### config.mk
export PLATFORM = sky130hd
export DESIGN_NAME = coherence_bus_ctrl_flat
export DESIGN_NICKNAME = d
export VERILOG_FILES = /design/src/rtl/coherence_bus_ctrl_pkg.sv /design/src/rtl/coherence_bus_ctrl_if.sv /design/src/rtl/coherence_bus_ctrl_rr_arbiter.sv /design/src/rtl/coherence_bus_ctrl.sv /design/src/flat_wrapper.sv
export SDC_FILE = /design/constraint.sdc
export NUM_CORES = 1
export LEC_CHECK = 0
export CAP_MARGIN = 10
export CELL_PAD_IN_SITES_DETAIL_PLACEMENT = 1
export CELL_PAD_IN_SITES_GLOBAL_PLACEMENT = 2
export CORE_MARGIN = 2
export CORE_UTILIZATION = 27
export DETAILED_ROUTE_END_ITERATION = 16
export GPL_TIMING_DRIVEN = 0
export HOLD_SLACK_MARGIN = 0.06
export PLACE_DENSITY_LB_ADDON = 0.12
export SLEW_MARGIN = 30
export SYNTH_ARGS = -nofsm -noshare
export SYNTH_HDL_FRONTEND = slang
export SYNTH_SLANG_ARGS = --single-unit
### constraint.sdc
create_clock -name clk -period 4.15 [get_ports clk]
set_input_delay 0.6225 -clock clk [delete_from_list [all_inputs] [get_ports clk]]
set_output_delay 0.6225 -clock clk [all_outputs]
set_load 0.02 [all_outputs]
### src/rtl/coherence_bus_ctrl_pkg.sv
// Shared types for the two-CPU coherence bus controller: bus ops, data-source
// select, controller FSM states and the debug view of the controller.
package common;

    typedef enum logic [1:0] {
        RD  = 2'b00,
        WR  = 2'b01,
        INV = 2'b10,
        NOP = 2'b11
    } bus_op_t;

    typedef enum logic [1:0] {
        NONE  = 2'd0,
        OTHER = 2'd1,
        MEM   = 2'd2
    } datasel_t;

    typedef enum logic [2:0] {
        S_IDLE,
        S_SEARCH,
        S_WAIT,
        S_INVAL,
        S_DONE
    } bus_state_t;

    typedef struct packed {
        bus_state_t state;
        logic       rr;
        logic       req_idx;
        bus_op_t    op;
        logic [1:0] bstate;
    } dbg_t;

    // Within one CPU a write miss outranks a read miss, which outranks an upgrade.
    function automatic bus_op_t pick_op(input logic wm, input logic rm, input logic inv);
        bus_op_t op;
        op = NOP;
        if (inv) op = INV;
        if (rm)  op = RD;
        if (wm)  op = WR;
        return op;
    endfunction

endpackage

### src/rtl/coherence_bus_ctrl_if.sv
// Bus between the coherence controller (master) and the two CPUs (slave).
interface coherence_bus_if;

    logic [1:0]       read_miss;
    logic [1:0]       write_miss;
    logic [1:0]       invalidate;
    logic [1:0][1:0]  block_state;
    logic [1:0][10:0] BICO;
    logic [1:0]       cpu_search_found;
    logic [1:0][15:0] send_other_proc_data;

    logic [1:0]       cpu_search;
    logic [1:0][12:0] BOCI;
    logic [1:0]       grant;
    logic [1:0][1:0]  cpu_datasel;
    logic [1:0]       invalidate_from_other_cpu;
    logic [1:0][15:0] other_proc_data;

    modport master (
        input  read_miss, write_miss, invalidate, block_state, BICO,
               cpu_search_found, send_other_proc_data,
        output cpu_search, BOCI, grant, cpu_datasel,
               invalidate_from_other_cpu, other_proc_data
    );

    modport slave (
        output read_miss, write_miss, invalidate, block_state, BICO,
               cpu_search_found, send_other_proc_data,
        input  cpu_search, BOCI, grant, cpu_datasel,
               invalidate_from_other_cpu, other_proc_data
    );

endinterface

### src/rtl/coherence_bus_ctrl_rr_arbiter.sv
// Two-way round-robin pick with a latched pointer that moves to the
// non-granted CPU whenever a grant is issued.
module rr_arbiter (
    input  logic       clk,
    input  logic       rst,
    input  logic [1:0] req,
    input  logic       advance,
    input  logic       granted,
    output logic       winner,
    output logic       rr
);

    always_ff @(posedge clk or posedge rst) begin
        if (rst) begin
            rr <= 1'b0;
        end else if (advance) begin
            rr <= ~granted;
        end
    end

    always_comb begin
        winner = rr;
        if (req == 2'b01) winner = 1'b0;
        if (req == 2'b10) winner = 1'b1;
    end

endmodule

### src/rtl/coherence_bus_ctrl.sv
// Two-CPU snooping bus controller: arbitrates one miss/upgrade at a time,
// snoops the other CPU, optionally invalidates it, then grants the requester.
module coherence_bus_ctrl
    import common::*;
#(
    parameter int SRCH_LAT = 1,
    parameter int NCPU     = 2
) (
    input  logic            clk,
    input  logic            rst,
    coherence_bus_if.master bus,
    output dbg_t            dbg
);

    // Handshake: a CPU holds read_miss/write_miss/invalidate high until it sees
    // its one-cycle grant; every output is a flop driven from the current state,
    // so each strobe appears one cycle after the state that produces it.

    bus_state_t       state, state_nxt;
    logic [NCPU-1:0]  req_any;
    logic             winner, rr, req_idx, other;
    bus_op_t          op_q;
    logic [10:0]      addr_q;
    logic [1:0]       bstate_q;
    logic [2:0]       cnt;
    logic             found_q, found_now;
    logic [15:0]      data_q, data_now;

    logic [1:0]       search_d, search_q, grant_d, grant_q, inval_d, inval_q;
    logic [1:0][12:0] boci_d, boci_q;
    logic [1:0][1:0]  sel_d, sel_q;
    logic [1:0][15:0] opd_d, opd_q;

    // A CPU whose grant is visible right now is still holding its request.
    assign req_any = (bus.read_miss | bus.write_miss | bus.invalidate) & ~grant_q;
    assign other   = ~req_idx;

    rr_arbiter u_arb (
        .clk     (clk),
        .rst     (rst),
        .req     (req_any),
        .advance (state == S_DONE),
        .granted (req_idx),
        .winner  (winner),
        .rr      (rr)
    );

    always_ff @(posedge clk or posedge rst) begin
        if (rst) state <= S_IDLE;
        else     state <= state_nxt;
    end

    always_comb begin
        state_nxt = state;
        case (state)
            S_IDLE:   if (|req_any) state_nxt = S_SEARCH;
            S_SEARCH: state_nxt = S_WAIT;
            S_WAIT:   if (cnt <= 3'd1) state_nxt = (op_q == RD) ? S_DONE : S_INVAL;
            S_INVAL:  state_nxt = S_DONE;
            S_DONE:   state_nxt = S_IDLE;
            default:  state_nxt = S_IDLE;
        endcase
    end

    always_ff @(posedge clk or posedge rst) begin
        if (rst) begin
            req_idx  <= 1'b0;
            op_q     <= NOP;
            addr_q   <= '0;
            bstate_q <= '0;
            cnt      <= '0;
            found_q  <= 1'b0;
            data_q   <= '0;
        end else begin
            if (state == S_IDLE && |req_any) begin
                req_idx  <= winner;
                op_q     <= pick_op(bus.write_miss[winner], bus.read_miss[winner],
                                    bus.invalidate[winner]);
                addr_q   <= bus.BICO[winner];
                bstate_q <= bus.block_state[winner];
            end
            if (state == S_SEARCH)                cnt <= 3'(SRCH_LAT);
            else if (state == S_WAIT && cnt != 0) cnt <= cnt - 3'd1;
            if (state == S_INVAL) begin
                found_q <= bus.cpu_search_found[other];
                data_q  <= bus.send_other_proc_data[other];
            end
        end
    end

    // Reads sample the snoop response while in DONE; writes sampled it in INVAL.
    always_comb begin
        search_d  = '0;
        boci_d    = '0;
        grant_d   = '0;
        inval_d   = '0;
        sel_d     = '0;
        opd_d     = '0;
        found_now = found_q;
        data_now  = data_q;
        if (op_q == RD) begin
            found_now = bus.cpu_search_found[other];
            data_now  = bus.send_other_proc_data[other];
        end
        case (state)
            S_SEARCH: begin
                search_d[other]  = 1'b1;
                boci_d[other]    = {op_q, addr_q};
                boci_d[req_idx]  = {op_q, addr_q};
            end
            S_INVAL:  inval_d[other] = 1'b1;
            S_DONE: begin
                grant_d[req_idx] = 1'b1;
                if (op_q == INV) begin
                    sel_d[req_idx] = NONE;
                end else if (found_now) begin
                    sel_d[req_idx] = OTHER;
                    opd_d[req_idx] = data_now;
                end else begin
                    sel_d[req_idx] = MEM;
                end
            end
            default: ;
        endcase
    end

    always_ff @(posedge clk or posedge rst) begin
        if (rst) begin
            search_q <= '0;
            boci_q   <= '0;
            grant_q  <= '0;
            inval_q  <= '0;
            sel_q    <= '0;
            opd_q    <= '0;
        end else begin
            search_q <= search_d;
            boci_q   <= boci_d;
            grant_q  <= grant_d;
            inval_q  <= inval_d;
            sel_q    <= sel_d;
            opd_q    <= opd_d;
        end
    end

    assign bus.cpu_search                = search_q;
    assign bus.BOCI                      = boci_q;
    assign bus.grant                     = grant_q;
    assign bus.cpu_datasel               = sel_q;
    assign bus.invalidate_from_other_cpu = inval_q;
    assign bus.other_proc_data           = opd_q;

    assign dbg.state   = state;
    assign dbg.rr      = rr;
    assign dbg.req_idx = req_idx;
    assign dbg.op      = op_q;
    assign dbg.bstate  = bstate_q;

endmodule

### src/flat_wrapper.sv
// flat-port wrapper written by rule: the top's interface ports become plain ports
module coherence_bus_ctrl_flat import common::*;
#(
    parameter int SRCH_LAT = 1,
    parameter int NCPU     = 2
)
  (clk, rst, dbg, bus_read_miss, bus_write_miss, bus_invalidate, bus_block_state, bus_BICO, bus_cpu_search_found, bus_send_other_proc_data, bus_cpu_search, bus_BOCI, bus_grant, bus_cpu_datasel, bus_invalidate_from_other_cpu, bus_other_proc_data);
  coherence_bus_if bus_i ();
  input  logic clk;
  input  logic rst;
  output dbg_t dbg;
  input wire logic [$bits(bus_i.read_miss)-1:0] bus_read_miss;
  input wire logic [$bits(bus_i.write_miss)-1:0] bus_write_miss;
  input wire logic [$bits(bus_i.invalidate)-1:0] bus_invalidate;
  input wire logic [$bits(bus_i.block_state)-1:0] bus_block_state;
  input wire logic [$bits(bus_i.BICO)-1:0] bus_BICO;
  input wire logic [$bits(bus_i.cpu_search_found)-1:0] bus_cpu_search_found;
  input wire logic [$bits(bus_i.send_other_proc_data)-1:0] bus_send_other_proc_data;
  output wire logic [$bits(bus_i.cpu_search)-1:0] bus_cpu_search;
  output wire logic [$bits(bus_i.BOCI)-1:0] bus_BOCI;
  output wire logic [$bits(bus_i.grant)-1:0] bus_grant;
  output wire logic [$bits(bus_i.cpu_datasel)-1:0] bus_cpu_datasel;
  output wire logic [$bits(bus_i.invalidate_from_other_cpu)-1:0] bus_invalidate_from_other_cpu;
  output wire logic [$bits(bus_i.other_proc_data)-1:0] bus_other_proc_data;
  assign bus_i.read_miss = bus_read_miss;
  assign bus_i.write_miss = bus_write_miss;
  assign bus_i.invalidate = bus_invalidate;
  assign bus_i.block_state = bus_block_state;
  assign bus_i.BICO = bus_BICO;
  assign bus_i.cpu_search_found = bus_cpu_search_found;
  assign bus_i.send_other_proc_data = bus_send_other_proc_data;
  assign bus_cpu_search = bus_i.cpu_search;
  assign bus_BOCI = bus_i.BOCI;
  assign bus_grant = bus_i.grant;
  assign bus_cpu_datasel = bus_i.cpu_datasel;
  assign bus_invalidate_from_other_cpu = bus_i.invalidate_from_other_cpu;
  assign bus_other_proc_data = bus_i.other_proc_data;
  coherence_bus_ctrl #(.SRCH_LAT(SRCH_LAT), .NCPU(NCPU)) u_core (.clk(clk), .rst(rst), .bus(bus_i), .dbg(dbg));
endmodule
## After elaboration in Yosys (flattened, before gate mapping)

Index checks and enable logic that the tools add are counted.

- Flip-flop bits (word level): 108
- Bits of input ports: 68
- Output and inout bits: 77
- Logic and storage cells: 101

- Add/sub/neg operators: 1
- Order comparisons: 6
- Equality and inequality tests: 9
- Multiplexer cells: 50
- Bitwise logic cells: 7
- Reduce and logical (&&, ||, !) cells: 10

Operators by type and width:

| operator | count |
|---|---|
| 32-bit 2-to-1 mux | 3 |
| 16-bit 2-to-1 mux | 4 |
| 32-bit bitwise AND | 1 |
| 26-bit bitwise AND | 1 |
| 26-bit bitwise mux | 1 |
| 13-bit demux with 1-bit select | 2 |
| 13-bit 2-to-1 mux | 2 |
| 26-bit 2-to-1 mux | 1 |
| 11-bit 2-to-1 mux | 2 |
| 16-bit demux with 1-bit select | 1 |
| 2-bit 2-to-1 mux | 8 |
| 3-bit 2-to-1 mux | 5 |
| 1-bit 2-to-1 mux | 14 |
| 4-bit 2-to-1 mux | 3 |
| 3-bit one-hot mux with 4 select lines | 1 |
| 3-bit by 2-bit == test with 1-bit output (second input constant) | 2 |
| 1-bit by 2-bit less-than comparator with 1-bit output (second input constant) | 3 |
| 2-bit == test (second input constant) | 2 |
| 1-bit logical AND | 4 |
| 2-bit OR | 2 |
| 3-bit by 1-bit == test with 1-bit output (second input constant) | 1 |
| 3-bit == test (second input constant) | 1 |
| 3-bit by 1-bit less-or-equal comparator with 1-bit output (second input constant) | 1 |
| 3-bit logical NOT | 1 |
| other kinds (15) | 17 |

## Depth between registers and ports, before layout

- Depth after elaboration: 11
- Gate-level depth with buffers: 6
- Depth with buffers taken out: 6

## Cells and area by module

Synthesis repeated with hierarchy kept, for this count alone.

- Cell total of the unflattened synthesis: 378
- Area, all modules: 4051.4 sq um

By module, submodules not included:

| module | instances | cells each | area an instance (sq um) | seq. area each (sq um) |
|---|---|---|---|---|
| coherence_bus_ctrl | 1 | 372 | 3998.8 | 2379.8 |
| rr_arbiter | 1 | 6 | 52.6 | 25.0 |

## Worst setup path after synthesis

No wires, ideal clock.

- Kind: input port to flip-flop
- Start: input bus_write_miss[1]
- End: register u_core.req_idx
- Library setup time: 0.125 ns
- Arrival: 1.879 ns
- Required time: 4.025 ns
- Slack: 2.146 ns
- Stages on the path: 5
- Buffers on the path: 1
- Cell sequence: or3_4 > and2_1 > buf_6 > maj3_2 > mux2_2

- Longest elaborated chain between the ends: 6
- Elaborated cells between the ends (all ways): 9
- Classes of those cells: eq/ne (2); mux (2); bitwise (3); reduce/logical (2)

RTL lines:

| item | RTL line | RTL |
|---|---|---|
| from (decl) | flat_wrapper.sv:13 | `input wire logic [$bits(bus_i.write_miss)-1:0] bus_write_miss;` |
| 2-bit OR (*) (2 in series) | coherence_bus_ctrl.sv:35 | `assign req_any = (bus.read_miss \| bus.write_miss \| bus.invalidate) & ~grant_q;` |
| 2-bit bitwise AND (*) | coherence_bus_ctrl.sv:35 |  |
| 2-bit by 1-bit == test with 1-bit output | coherence_bus_ctrl_rr_arbiter.sv:23 | `if (req == 2'b01) winner = 1'b0;` |
| 1-bit 2-to-1 mux | coherence_bus_ctrl_rr_arbiter.sv:23 |  |
| 1-bit 2-to-1 mux | coherence_bus_ctrl_rr_arbiter.sv:24 | `if (req == 2'b10) winner = 1'b1;` |
| to (signal assigned) | coherence_bus_ctrl.sv:76 | `req_idx <= winner;` |
| to (decl) | coherence_bus_ctrl.sv:21 | `logic winner, rr, req_idx, other;` |

Every way passes the cells marked *; elsewhere a longest branch is shown, timed or not.
A chain may end at the register's enable or synchronous reset.

## Worst setup path after layout

- Start: input bus_read_miss[0]
- End: register u_core.addr_q[2]

- Longest elaborated chain between the ends: 8
- Elaborated cells between the ends (all ways): 11
- Classes of those cells: eq/ne (2); mux (4); bitwise (3); reduce/logical (2)

RTL lines:

| item | RTL line | RTL |
|---|---|---|
| from (decl) | flat_wrapper.sv:12 | `input wire logic [$bits(bus_i.read_miss)-1:0] bus_read_miss;` |
| 2-bit OR (*) (2 in series) | coherence_bus_ctrl.sv:35 |  |
| 2-bit bitwise AND (*) | coherence_bus_ctrl.sv:35 |  |
| 2-bit by 1-bit == test with 1-bit output | coherence_bus_ctrl_rr_arbiter.sv:23 |  |
| 1-bit 2-to-1 mux | coherence_bus_ctrl_rr_arbiter.sv:23 |  |
| 1-bit 2-to-1 mux | coherence_bus_ctrl_rr_arbiter.sv:24 |  |
| 11-bit 2-to-1 mux (implied by the code) (2 in series) | coherence_bus_ctrl.sv:79 | `addr_q <= bus.BICO[winner];` |
| to (signal assigned) | coherence_bus_ctrl.sv:79 |  |
| to (decl) | coherence_bus_ctrl.sv:23 | `logic [10:0] addr_q;` |

Every way passes the cells marked *; elsewhere a longest branch is shown, timed or not. The select of a mux whose other input is x is not followed.

==> metrics.csv <==
stage,metric,value,unit
outcome,status,finished clean,
critical_path,crit-path cells,"clkdlybuf4s50_1, or3_1, a22oi_1, clkbuf_1, nand2_1, o211ai_2",
floorplanning,Core ar.,15200,um2
critical_path,CP Buf/Inv Count,2,
floorplanning,die area,16510,um2
synth,Synth area leaders,"dfrtp_1 (57%), nand2_1 (5.7%), mux2i_1 (4.3%), o21ai_0 (4.2%), nor2_1 (4.1%)",
critical_path,Worst setup SP type,primary input,
synth,"EDFF count, synth",0,
power_and_ir_drop,Leak,2.779,nW
critical_path,worst path required time,4.42,ns
power_and_ir_drop,switching share of power,38.93,%
synth,Syn. warnings,0,
routing,drc violations,0,
min_path,Hold Path Depth,2,
critical_path,worst r2r path cells,5,
critical_path,Reg-to-Reg Start,u_core.state[0],
synth,Post-Synthesis Cell Area,4185,um2
power_and_ir_drop,Int Power,2.619,mW
synth,ys async rst share,100.0,%
timing,Layout Skew,0.005372,ns
layout,Post-Layout Cell Count,750,
timing,Slew Limit Fails,0,
clocking,CTS tree,built,
synth,Most used DFF post-synth,dfrtp_1,
layout,area grow syn2layout,49.39,%
timing,Final period util,58.89,%
clocking,deepest clock path buffer count,2,
critical_path,"Largest stage delay, worst path",0.51,ns
synth,sequential fraction of the synthesis area,58.06,%
global_routing,initial antenna violation count,0,
global_routing,GRT Util Overall,16.09,%
global_routing,largest net degree at the start of global routing,50,
timing,Fin Hold WS,0.4763,ns
global_routing,first-pass GRT wire length,20270,um
critical_path,CP max FO,10,
critical_path,Worst Path Arrival,2.71,ns
timing,worst rel slew slack,48.25,%
routing,Antenna Nets Post-Route,0,
floorplanning,Initial Utilization,27.53,%
synth,Syn Area/Cell,10.44,um2
global_routing,vias in the first global route,3739,
routing,final WL,12680,um
clocking,post-cts sizing count,0,
floorplanning,Die Wd,128.5,um
power_and_ir_drop,Final Power,4.288,mW
layout,ratio of cells with drive above 1 in the final layout,9.253,%
placement,hpwl dp,9401,um
power_and_ir_drop,Max VDD drop,0.2874,mV
clocking,worst skew pair latency,0.35,ns
floorplanning,IO Pins,145,
power_and_ir_drop,Sw Pwr,1.669,mW
synth,Yosys top cell area share,56.80,%
floorplanning,die height,128.5,um
clocking,# clock sinks,97,
power_and_ir_drop,Clk pwr share,23.1,%
clocking,"CTS clk-pin slew, worst paths",0.07,ns
critical_path,RR Endpoint,u_core.op_q[1],
timing,Final Hold Vio Count,0,
timing,RSZ-0062 raised after global routing,false,
min_path,Hold Path Sink,u_core.data_q[13],
timing,final setup vio count,0,
layout,n_diodes,0,
critical_path,CP max-delay cell,a22oi_1,
power_and_ir_drop,Reg power frac,31.9,%
min_path,HP Class,flip-flop to flip-flop,
clocking,Root Driver,clkbuf_16,
floorplanning,Rows,45,
critical_path,Crit. End Element,flip-flop,
synth,Post-Synthesis Cells,401,
layout,Post-layout nets,628,
placement,GP Congestion,0.7599,
routing,1st-iter DRT viols,142,
clocking,CTS H-tree depth,3,
critical_path,Setup Crit Path Kind,primary input to flip-flop,
timing,Worst-Margin Slew,0.7763,ns
power_and_ir_drop,cell area power density,685.9,nW/um2
clocking,TritonCTS buffer count,9,
synth,"flops & latches, synth",97,
power_and_ir_drop,share of total power in combinational logic,45.0,%
layout,"commonest non-fill, non-tap cell in the layout",clkdlybuf4s50_1,
critical_path,"reg-to-reg slack, setup",1.89,ns
routing,DR vias,3529,
timing,min Tclk post-route,2.444,ns
synth,top cell type by total area after synthesis,dfrtp_1,
min_path,hold path startpoint,u_core.data_q[13],
routing,drt pass-1 iters,4,
routing,Via density,4.705,
layout,most frequent cells in the layout,"clkdlybuf4s50_1 (144), dfrtp_1 (95), nand2_1 (64)",
clocking,CTS Hold Bufs,0,
critical_path,CP top delay family,buffers and inverters,
placement,placed cells,734,
global_routing,grt ovf,0,
synth,Synth cell types,42,
routing,post-DR wirelength/cell,16.91,um
placement,IO Port Bufs,144,
timing,Fmax achieved,409.2,MHz
run,maxcap violations,0,
clocking,Post-CTS Repair Setup Buffers,0,
synth,Mapped Nets,472,
-- sequential cells by signal, indices dropped and copies added, names as in the netlist, 2 cells and up --
| name | flops |
|---|---|
| u_core.state | 3 |
| u_core.bus.other_proc_data | 32 |
| u_core.bstate_q | 2 |
| u_core.bus.BOCI | 15 |
| u_core.addr_q | 11 |
| u_core.bus.grant | 2 |
| u_core.op_q | 2 |
| u_core.bus.invalidate_from_other_cpu | 2 |
| u_core.bus.cpu_datasel | 4 |
| u_core.bus.cpu_search | 2 |
| u_core.data_q | 16 |
| u_core.cnt | 3 |
-- layout make-up --
type / count / area (um2)
fillers: 1670 / 8950
flip-flops and latches: 97 / 2430
multi-input cells: 257 / 1515
repair buffers: 145 / 1469
clock buffers: 11 / 242.7
well taps: 188 / 235.2
plain buffers: 37 / 207.7
clock inverters: 5 / 110.1
inverters: 10 / 42.54
-- power groups by stage --
stage          clock network [mW]  logic, mW  registers [mW]
3_3_place_gp                    0       1.91            1.38
5_1_grt                      1.06       2.15            1.41
2_1_floorplan                   0       1.11            1.47
4_1_cts                      1.01       1.97            1.37
3_5_place_dp                    0       1.96            1.39
6_report                    0.992       1.93            1.37
-- through the flow --
stage	utilization (%)	setup slack, ns	TNS (ns)	instance area, um2
2_1_floorplan	-	0.9971	0	4185
3_3_place_gp	38.56	-0.6296	-59.17	5862
3_5_place_dp	38.77	1.296	0	5894
4_1_cts	41.09	1.654	0	6247
5_1_grt	41.13	1.531	0	6252
6_report	41.13	1.706	0	6252
-- worst max path at each step --
| stage | to | depth (start not counted) | slack [ns] | startpoint |
|---|---|---|---|---|
| finish | u_core.addr_q[2] | 6 | 1.71 | bus_read_miss[0] |
| global route | u_core.addr_q[2] | 6 | 1.53 | bus_read_miss[0] |
| CTS | u_core.addr_q[2] | 6 | 1.65 | bus_read_miss[0] |
| detailed placement | u_core.addr_q[2] | 6 | 1.30 | bus_read_miss[0] |
| global placement | u_core.state[1] | 2 | -0.63 | rst |
| floorplan | u_core.addr_q[0] | 1 | 1.0 | rst |
-- synth_stat cells, types with 2 or more instances --
library cell,count
buf_4,13
dfstp_2,2
o21ai_0,35
buf_6,2
o22ai_1,2
nand2b_1,4
dfrtp_1,95
o31ai_1,2
nor2_1,46
o211ai_2,10
nor3_1,6
nand2_1,64
nor2b_1,4
and2_1,18
nor4_1,2
a21oi_1,6
mux2i_1,18
o2111ai_1,14
o211ai_1,3
ha_1,3
inv_1,10
clkbuf_1,18
a21o_1,2
buf_2,4
-- logic make-up after synthesis --
logic type               count (synthesis)  synth area share (%)
AND/OR/NAND/NOR                        150                 15.96
buffers and inverters                   47                 5.859
flip-flops                              97                 58.06
AO/OA/AOI/OAI                           84                 14.38
adder cells (fa/ha/maj)                  4                 1.166
multiplexers                            19                 4.574
-- worst register-to-register path, delay by kind of cell (launching register included) --
| family | cells | cell delay (ns) |
|---|---|---|
| flops | 1 | 0.45 |
| buf+inv | 2 | 0.74 |
| compound gates | 2 | 0.39 |
| simple gates | 1 | 0.62 |
-- layer usage --
metal / track usage, % / up-vias / wire [um]
met1: 20.87 / 1763 / 5735
li1: - / 1672 / -
met3: 2.703 / 14 / 495
met4: 6.522 / 0 / 255
met5: 0 / - / 0
met2: 26.88 / 80 / 6195
Power figures use the tool's default switching activity.
